<file path="config.mk">
export PLATFORM = sky130hd
export DESIGN_NAME = branch_redirect_unit
export DESIGN_NICKNAME = d
export VERILOG_FILES = /design/src/rtl/branch_redirect_unit_pkg.sv /design/src/rtl/branch_cond_eval.sv /design/src/rtl/branch_redirect_unit.sv
export SDC_FILE = /design/constraint.sdc
export NUM_CORES = 1
export LEC_CHECK = 0
export CAP_MARGIN = 20
export CORE_ASPECT_RATIO = 1.1
export CORE_MARGIN = 2
export CORE_UTILIZATION = 47
export DETAILED_ROUTE_END_ITERATION = 12
export PLACE_DENSITY = 0.87
export SLEW_MARGIN = 15
export SYNTH_ARGS = -nofsm -noshare
export SYNTH_HDL_FRONTEND = slang
export SYNTH_SLANG_ARGS = --single-unit
export TNS_END_PERCENT = 10
</file>
<file path="constraint.sdc">
create_clock -name clock -period 6.3 [get_ports clock]
set_clock_uncertainty 0.15 [all_clocks]
set_input_delay 1.26 -clock clock [delete_from_list [all_inputs] [get_ports clock]]
set_output_delay 1.26 -clock clock [all_outputs]
set_load 0.02 [all_outputs]
</file>
<file path="src/rtl/branch_redirect_unit_pkg.sv">
// rtl/branch_redirect_unit_pkg.sv - processor-wide opcodes, instruction field positions and redirect FSM states
package branch_redirect_unit_pkg;

    localparam logic [4:0] OP_J   = 5'b00001;
    localparam logic [4:0] OP_BNE = 5'b00010;
    localparam logic [4:0] OP_JAL = 5'b00011;
    localparam logic [4:0] OP_JR  = 5'b00100;
    localparam logic [4:0] OP_BLT = 5'b00110;
    localparam logic [4:0] OP_BEX = 5'b10110;

    localparam int OPC_HI = 31;
    localparam int OPC_LO = 27;
    localparam int TGT_HI = 26;
    localparam int TGT_LO = 0;
    localparam int IMM_HI = 16;
    localparam int IMM_LO = 0;

    typedef enum logic {
        IDLE   = 1'b0,
        SHADOW = 1'b1
    } redirect_state_t;

    function automatic logic [31:0] sextImm(input logic [16:0] imm);
        return {{15{imm[16]}}, imm};
    endfunction

endpackage

</file>
<file path="src/rtl/branch_cond_eval.sv">
// rtl/branch_cond_eval.sv - combinational branch decode, condition and target evaluation
module branch_cond_eval
    import branch_redirect_unit_pkg::*;
(
    input  logic [4:0]  opcode,
    input  logic [26:0] jumpTarget,
    input  logic [16:0] imm,
    input  logic [31:0] pcX,
    input  logic [31:0] rdVal,
    input  logic [31:0] rsVal,
    input  logic [31:0] rstatusVal,
    output logic        isBranch,
    output logic        cond,
    output logic [31:0] target
);

    logic [31:0] relTarget;

    // Relative branches wrap silently modulo 2^32.
    assign relTarget = pcX + 32'd1 + sextImm(imm);

    always_comb begin
        isBranch = 1'b0;
        cond     = 1'b0;
        target   = 32'b0;
        case (opcode)
            OP_J, OP_JAL: begin
                isBranch = 1'b1;
                cond     = 1'b1;
                target   = {5'b0, jumpTarget};
            end
            OP_BEX: begin
                isBranch = 1'b1;
                cond     = (rstatusVal != 32'b0);
                target   = {5'b0, jumpTarget};
            end
            OP_JR: begin
                isBranch = 1'b1;
                cond     = 1'b1;
                target   = rdVal;
            end
            OP_BNE: begin
                isBranch = 1'b1;
                cond     = (rdVal != rsVal);
                target   = relTarget;
            end
            OP_BLT: begin
                isBranch = 1'b1;
                cond     = ($signed(rdVal) < $signed(rsVal));
                target   = relTarget;
            end
            default: ;
        endcase
    end

endmodule

</file>
<file path="src/rtl/branch_redirect_unit.sv">
// rtl/branch_redirect_unit.sv - execute-stage redirect, wrong-path squash FSM and branch statistics
module branch_redirect_unit
    import branch_redirect_unit_pkg::*;
#(
    parameter int SHADOW_DEPTH = 2,
    parameter int CNT_W        = 32
) (
    input  logic             clock,
    input  logic             reset,
    input  logic             valid_x,
    input  logic             stall,
    input  logic [31:0]      insn_x,
    input  logic [31:0]      pc_x,
    input  logic [31:0]      rd_val,
    input  logic [31:0]      rs_val,
    input  logic [31:0]      rstatus_val,
    output logic             branch_taken,
    output logic [31:0]      pc_target,
    output logic             flush_fd,
    output logic             flush_dx,
    output logic             in_shadow,
    output logic [CNT_W-1:0] br_count,
    output logic [CNT_W-1:0] taken_count
);

    localparam int SHW = (SHADOW_DEPTH < 1) ? 1 : $clog2(SHADOW_DEPTH + 1);
    localparam logic [SHW-1:0] SHADOW_LOAD = SHW'(SHADOW_DEPTH);

    redirect_state_t state;
    logic [SHW-1:0]  shadowCnt;
    logic            isBranch;
    logic            cond;
    logic [31:0]     target;
    logic            go;
    logic            takenNow;

    branch_cond_eval u_cond (
        .opcode     (insn_x[OPC_HI:OPC_LO]),
        .jumpTarget (insn_x[TGT_HI:TGT_LO]),
        .imm        (insn_x[IMM_HI:IMM_LO]),
        .pcX        (pc_x),
        .rdVal      (rd_val),
        .rsVal      (rs_val),
        .rstatusVal (rstatus_val),
        .isBranch   (isBranch),
        .cond       (cond),
        .target     (target)
    );

    // Reset gates every combinational output so nothing leaks while reset is low.
    assign go           = reset & valid_x & ~stall & (state == IDLE);
    assign takenNow     = go & isBranch & cond;
    assign branch_taken = takenNow;
    assign pc_target    = takenNow ? target : 32'b0;
    assign flush_fd     = takenNow;
    assign flush_dx     = takenNow;
    assign in_shadow    = reset & (state == SHADOW);

    always_ff @(posedge clock or negedge reset) begin
        if (!reset) begin
            state       <= IDLE;
            shadowCnt   <= '0;
            br_count    <= '0;
            taken_count <= '0;
        end else begin
            if (go && isBranch) begin
                br_count <= br_count + CNT_W'(1);
            end
            if (takenNow) begin
                taken_count <= taken_count + CNT_W'(1);
            end
            case (state)
                IDLE: begin
                    if (takenNow && (SHADOW_DEPTH != 0)) begin
                        state     <= SHADOW;
                        shadowCnt <= SHADOW_LOAD;
                    end
                end
                SHADOW: begin
                    // A stalled pipeline holds the squashed slots in place.
                    if (!stall) begin
                        shadowCnt <= shadowCnt - SHW'(1);
                        if (shadowCnt == SHW'(1)) begin
                            state <= IDLE;
                        end
                    end
                end
                default: state <= IDLE;
            endcase
        end
    end

endmodule

</file>
### Yosys cells after proc, flatten, opt, wreduce, memory -nomap -nowiden

Cells that the tools add are included.

| word-level totals | value |
|---|---|
| logic and storage cells | 46 |
| flip-flop bits (word level) | 67 |
| input bits | 164 |
| output and inout port bits | 100 |

| operators by class | value |
|---|---|
| $lt $le $gt $ge | 1 |
| equal/unequal tests | 10 |
| add/subtract/negate cells | 5 |
| bitwise operators | 8 |
| reduce and logical (&&, ||, !) cells | 7 |
| muxes and demuxes | 11 |

Operators by type and width:

| operator | number |
|---|---|
| 32-bit by 1-bit adder with 32-bit output (second input constant) | 3 |
| 32-bit case mux with 3 select lines | 1 |
| 32-bit adder | 1 |
| 32-bit less-than comparator | 1 |
| 32-bit two-way mux | 1 |
| 32-bit != test | 1 |
| 32-bit nonzero test | 1 |
| 5-bit by 2-bit == test with 1-bit output (second input constant) | 2 |
| 5-bit by 3-bit == test with 1-bit output (second input constant) | 2 |
| 1-bit AND | 6 |
| 3-bit OR reduction | 2 |
| 6-bit OR reduction | 1 |
| 5-bit by 1-bit == test with 1-bit output (second input constant) | 1 |
| 5-bit == test (second input constant) | 1 |
| 1-bit two-way mux | 4 |
| 2-bit two-way mux | 2 |
| 2-bit != test (second input constant) | 2 |
| 1-bit case mux with 4 select lines | 1 |
| 2-bit case mux with 2 select lines | 1 |
| 2-bit by 1-bit == test with 1-bit output (second input constant) | 1 |
| 1-bit NOT | 2 |
| 1-bit case mux with 2 select lines | 1 |
| 2-bit AND reduction | 1 |
| 2-bit OR reduction | 1 |
| other kinds (2) | 2 |

### Depth between registers and ports, before layout

Gate-level depths: netlist of run 1.

| depth | value |
|---|---|
| depth after elaboration | 7 |
| gate-level depth with buffers | 12 |
| depth with buffers taken out | 12 |

### Modules after synthesis

Synthesis of run 1 repeated with hierarchy kept, for this count alone.

| second synthesis, totals | value |
|---|---|
| cells, all modules | 738 |
| area, all modules | 6,383.6 µm² |

By module, submodules not included:

| module | sequential area each (µm²) | area an instance (µm²) | instances | cells each |
|---|---|---|---|---|
| branch_redirect_unit | 1,676.6 | 3,387.0 | 1 | 306 |
| branch_cond_eval | 0.0 | 2,996.6 | 1 | 432 |

### Worst setup path before layout of run 1

Ideal clock, no wire load.

| timing path | value |
|---|---|
| kind | input port to output port |
| from | input port insn_x[9] |
| to | output port pc_target[24] |
| path slack | 1.230 ns |
| arrival | 3.660 ns |
| stages | 10 |
| data required time | 4.890 ns |
| buffers on the path | 0 |
| cells stage by stage | ha_1 a21oi_2 nand2_1 a221oi_2 o21ai_2 o311a_4 or3_1 a31oi_1 nand3_1 a31oi_1 |

| between the ends | value |
|---|---|
| cells in the longest elaborated chain, start to end | 3 |

RTL lines:

| what | RTL line | source |
|---|---|---|
| start, declared | branch_redirect_unit.sv:12 | `input logic [31:0] insn_x,` |
| 32-bit adder | branch_cond_eval.sv:20 | `assign relTarget = pcX + 32'd1 + sextImm(imm);` |
| 32-bit case mux with 3 select lines | branch_cond_eval.sv:26 | `case (opcode)` |
| 32-bit two-way mux | branch_redirect_unit.sv:54 | `assign pc_target = takenNow ? target : 32'b0;` |
| end, declared | branch_redirect_unit.sv:18 | `output logic [31:0] pc_target,` |

Every way passes these cells.

### Final worst setup path of run 1

| timing path | value |
|---|---|
| from | input port insn_x[6] |
| to | output port pc_target[31] |

Same word-level chain as after synthesis.

==> key figures, run 1 <==
Timing
  • Slew Limit Fails: 0
  • Final hold slack: approximately 0.34 ns
  • Final setup fails: 0
  • Slew of the pin with the lowest slew margin: just over 0.8 ns
  • Fin crit share: a little over nine tenths
  • Hold Violations, Final: 0
  • Final TNS setup: 0 ns
  • RSZ-0062 raised after global routing: true
  • Shortest period the worst path allows: about 6.1 ns
  • Relative slew margins: around 45%
  • Final WS setup: approximately 0.18 ns
  • Fmax: between 150 and 200 MHz

Yosys
  • Netlist cell types: 65
  • Register area share after synthesis: 27.0%
  • FF+latch count, synth: 67
  • Post-synth net total: between 900 and 1k
  • Cell count after synthesis: 725
  • Mapped Area: around 0.0062 sq mm
  • Avg Synthesized Cell Area: approximately 8.6 sq um
  • Synth Warn #: 0
  • Number of enable flip-flop cells after synthesis: 0
  • Ys flop type: dfrtp_1
  • Post-synth ARST share: 100%

Finish
  • Commonest non-fill, non-tap cells in the layout: clkdlybuf4s50_1 (260), dfrtp_1 (67), nor2_1 (66), ha_1 (66), xnor2_1 (62)
  • Most common cell after layout, fill and taps aside: clkdlybuf4s50_1
  • Fillers: between 900 and 1k
  • Area occupied by multi-input gates: 0.00425 sq mm
  • Layout cells sized above 1: just over 5%
  • Area grow syn2layout: 50.3%
  • ANT cells: 0
  • Reg area: 0.00168 sq mm
  • Nets: 1221

Drt
  • Vias: approximately 6.7k
  • Residual DRC: 0
  • Met2 WL post-DR: ~10000 um
  • Max layer used: met5
  • Vias per inst: about 5.8
  • Routed met1 length: roughly 8000 um
  • Routed Antenna Nets: 0
  • Pre-antenna DRT Iters: 5
  • Iteration-0 DRC count of the detailed router: between 500 and 600
  • Met3 routed WL: between 1000 and 1500 um
  • Routed WL: 20400 um
  • DR WL/cell: around 18 um

Clock network
  • Worst-Skew Late Latency: about 0.33 ns
  • Sinks on Clock Net: 67
  • Reg clk slew, reported paths: ~0.05 ns
  • PostCTS Resize Cnt: 0
  • Clock root cell: clkbuf_16
  • Post-CTS Setup Inserts: 0
  • TritonCTS clock tree: built
  • Total CTS buffers: 9
  • Hold buffer count at CTS: 0
  • CTS max path bufs: 2
  • H-tree depth: 3

Floorplanning
  • Die Span X: 114 um
  • Die Y: about 120 um
  • IO Count: approximately 260
  • Initial core utilization: ~48%
  • Die ar.: 0.0141 sq mm
  • Core region area: about 0.013 sq mm
  • Site Rows: 44

Worst hold path
  • Worst Hold Class: reg -> reg
  • Worst hold start: br_count[5]

Critical path
  • Worst r2r src: state
  • Crit path max fanout: 6
  • Worst path cell trace: clkdlybuf4s50_1 > ha_1 > a2111oi_1 > a211oi_1 > o311ai_2 > a21oi_1 > a211oi_1 > xnor2_1 > a22oi_1 > nor2_1 > clkdlybuf4s50_1
  • Critical path type: in -> out
  • CP peak stage delay: a little over 0.6 ns
  • Critical path capture point type: output port
  • Critical Path Start: insn_x[6]
  • CP max stage cell: clkdlybuf4s50_1
  • Family with the most delay on the worst path: compound AO/OA/AOI/OAI gates
  • Crit start category: input port
  • Critical path required time: about 4.9 ns
  • Worst path arrival time: 4.71 ns
  • CP bufs+invs: 2

Placement
  • Post-place setup slack: approximately 0.15 ns
  • Port Buffers: 263
  • Post-detail-place hpwl: between 15000 and 20000 um
  • Final weighted congestion in routability-driven placement: 0.994

Status
  • Status: completed

Global routing
  • GR Util All Layers: 28.4%
  • Initial antenna violation count: 1
  • First-pass GRT wire length: between 30000 and 40000 um
  • Largest net degree at the start of global routing: 69
  • Vias in the first global route: around 6.6k
  • Congestion Overflow GR: 0

Power and ir drop
  • Max VDD drop: ~100 uV
  • Leakage: between 4 and 5 nW
  • Cell area power density: 150 mW/mm^2
  • PnR Total Power: around 1.4 mW

Flow run
  • Maxcap violations: 0
worst register-to-register path: stages (launching register included):
cell,delay (ns)
dfrtp_1,0.43
nor4_4,0.44
and3_1,0.42
nand4_1,0.32
nor3_1,0.46
nand3_1,0.23
nor3_1,0.25
xor2_1,0.17
cell families (layout without fill, tap and decap cells):
family / Yosys count / after routing / share of synthesized area (%)
simple gates: 264 / 264 / 22.2
compound gates: 163 / 163 / 19.4
xor+xnor: 85 / 85 / 12.0
buf+inv: 74 / 343 / 4.92
fa+ha+maj: 67 / 67 / 13.6
flops: 67 / 67 / 27.0
mux: 5 / 5 / 0.847
where the power goes:
part / leakage, nW / internal (mW) / total [mW] / switching (mW)
combinational: 2.97 / 0.242 / 0.477 / 0.235
sequential: 0.911 / 0.453 / 0.477 / 0.0242
clock: 0.132 / 0.272 / 0.443 / 0.170
stage by stage:
stage,utilization (%),cell area (sq um),std cells
floorplan,-,6210,725
CTS,71.5,9320,1155
finish,71.5,9330,1155
global route,71.5,9330,1155
global placement,69.5,9060,1140
detailed placement,69.5,9060,1140
state kept, by name, indices dropped and copies added, names as in the netlist:
name / cells
taken_count: 32
shadowCnt: 2
state: 1
br_count: 32
synthesized netlist by cell type, types with 7 or more instances:
| master | n | area, sq um |
|---|---|---|
| nand3_1 | 36 | 180 |
| nor3_1 | 14 | 70.1 |
| buf_4 | 7 | 52.6 |
| nor4_1 | 13 | 81.3 |
| clkbuf_1 | 14 | 52.6 |
| nor2_1 | 66 | 248 |
| and2_1 | 8 | 50.1 |
| nand2b_1 | 8 | 50.1 |
| a222oi_1 | 21 | 210 |
| a221oi_1 | 8 | 70.1 |
| dfrtp_1 | 67 | 1680 |
| a21o_1 | 18 | 135 |
| a21oi_1 | 45 | 225 |
| and3_1 | 13 | 81.3 |
| nand2_1 | 47 | 176 |
| o21ai_0 | 20 | 100 |
| nand4_1 | 28 | 175 |
| xor2_1 | 23 | 201 |
| ha_1 | 66 | 826 |
| xnor2_1 | 62 | 543 |
| inv_1 | 52 | 195 |
final cells by class:
class                           instances  share of cell area, %
Multi-Input combinational cell        584                   45.6
Timing Repair Buffer                  276                   29.4
Sequential cell                        67                   18.0
Clock buffer                           12                   2.64
Tap cell                              161                   2.16
Inverter                               52                   2.09
Clock inverter                          3                  0.161
layer usage:
layer  global-route usage [%]  vias to the layer above
met5                        0                        -
met4                     11.2                        2
met3                     5.21                       49
met2                     49.0                      296
met1                     34.8                     3131
li1                         -                     3211
worst paths after layout:
| path | end | slack (ns) | cells past startpoint |
|---|---|---|---|
| worst min-delay path | br_count[5] | 0.34 | 1 |
| worst max-delay path | pc_target[31] | 0.18 | 11 |
| max in group asynchronous | br_count[13] | 4.46 | 2 |
| worst max register to register | br_count[31] | 3.36 | 7 |
| worst min register to register | br_count[5] | 0.34 | 1 |
| min in group asynchronous | taken_count[0] | 1.01 | 2 |
No activity file was read; power rests on OpenSTA's default activity.
==> inputs of run 2 (changes only) <==
--- a/config.mk
+++ b/config.mk
@@ -5,6 +5,7 @@
 export SDC_FILE = /design/constraint.sdc
 export NUM_CORES = 1
 export LEC_CHECK = 0
+export ABC_AREA = 0
 export CAP_MARGIN = 20
 export CORE_ASPECT_RATIO = 1.1
 export CORE_MARGIN = 2
==> results of run 2 <==
Same layout as run 1: the final DEF is identical, and so are final timing and power.
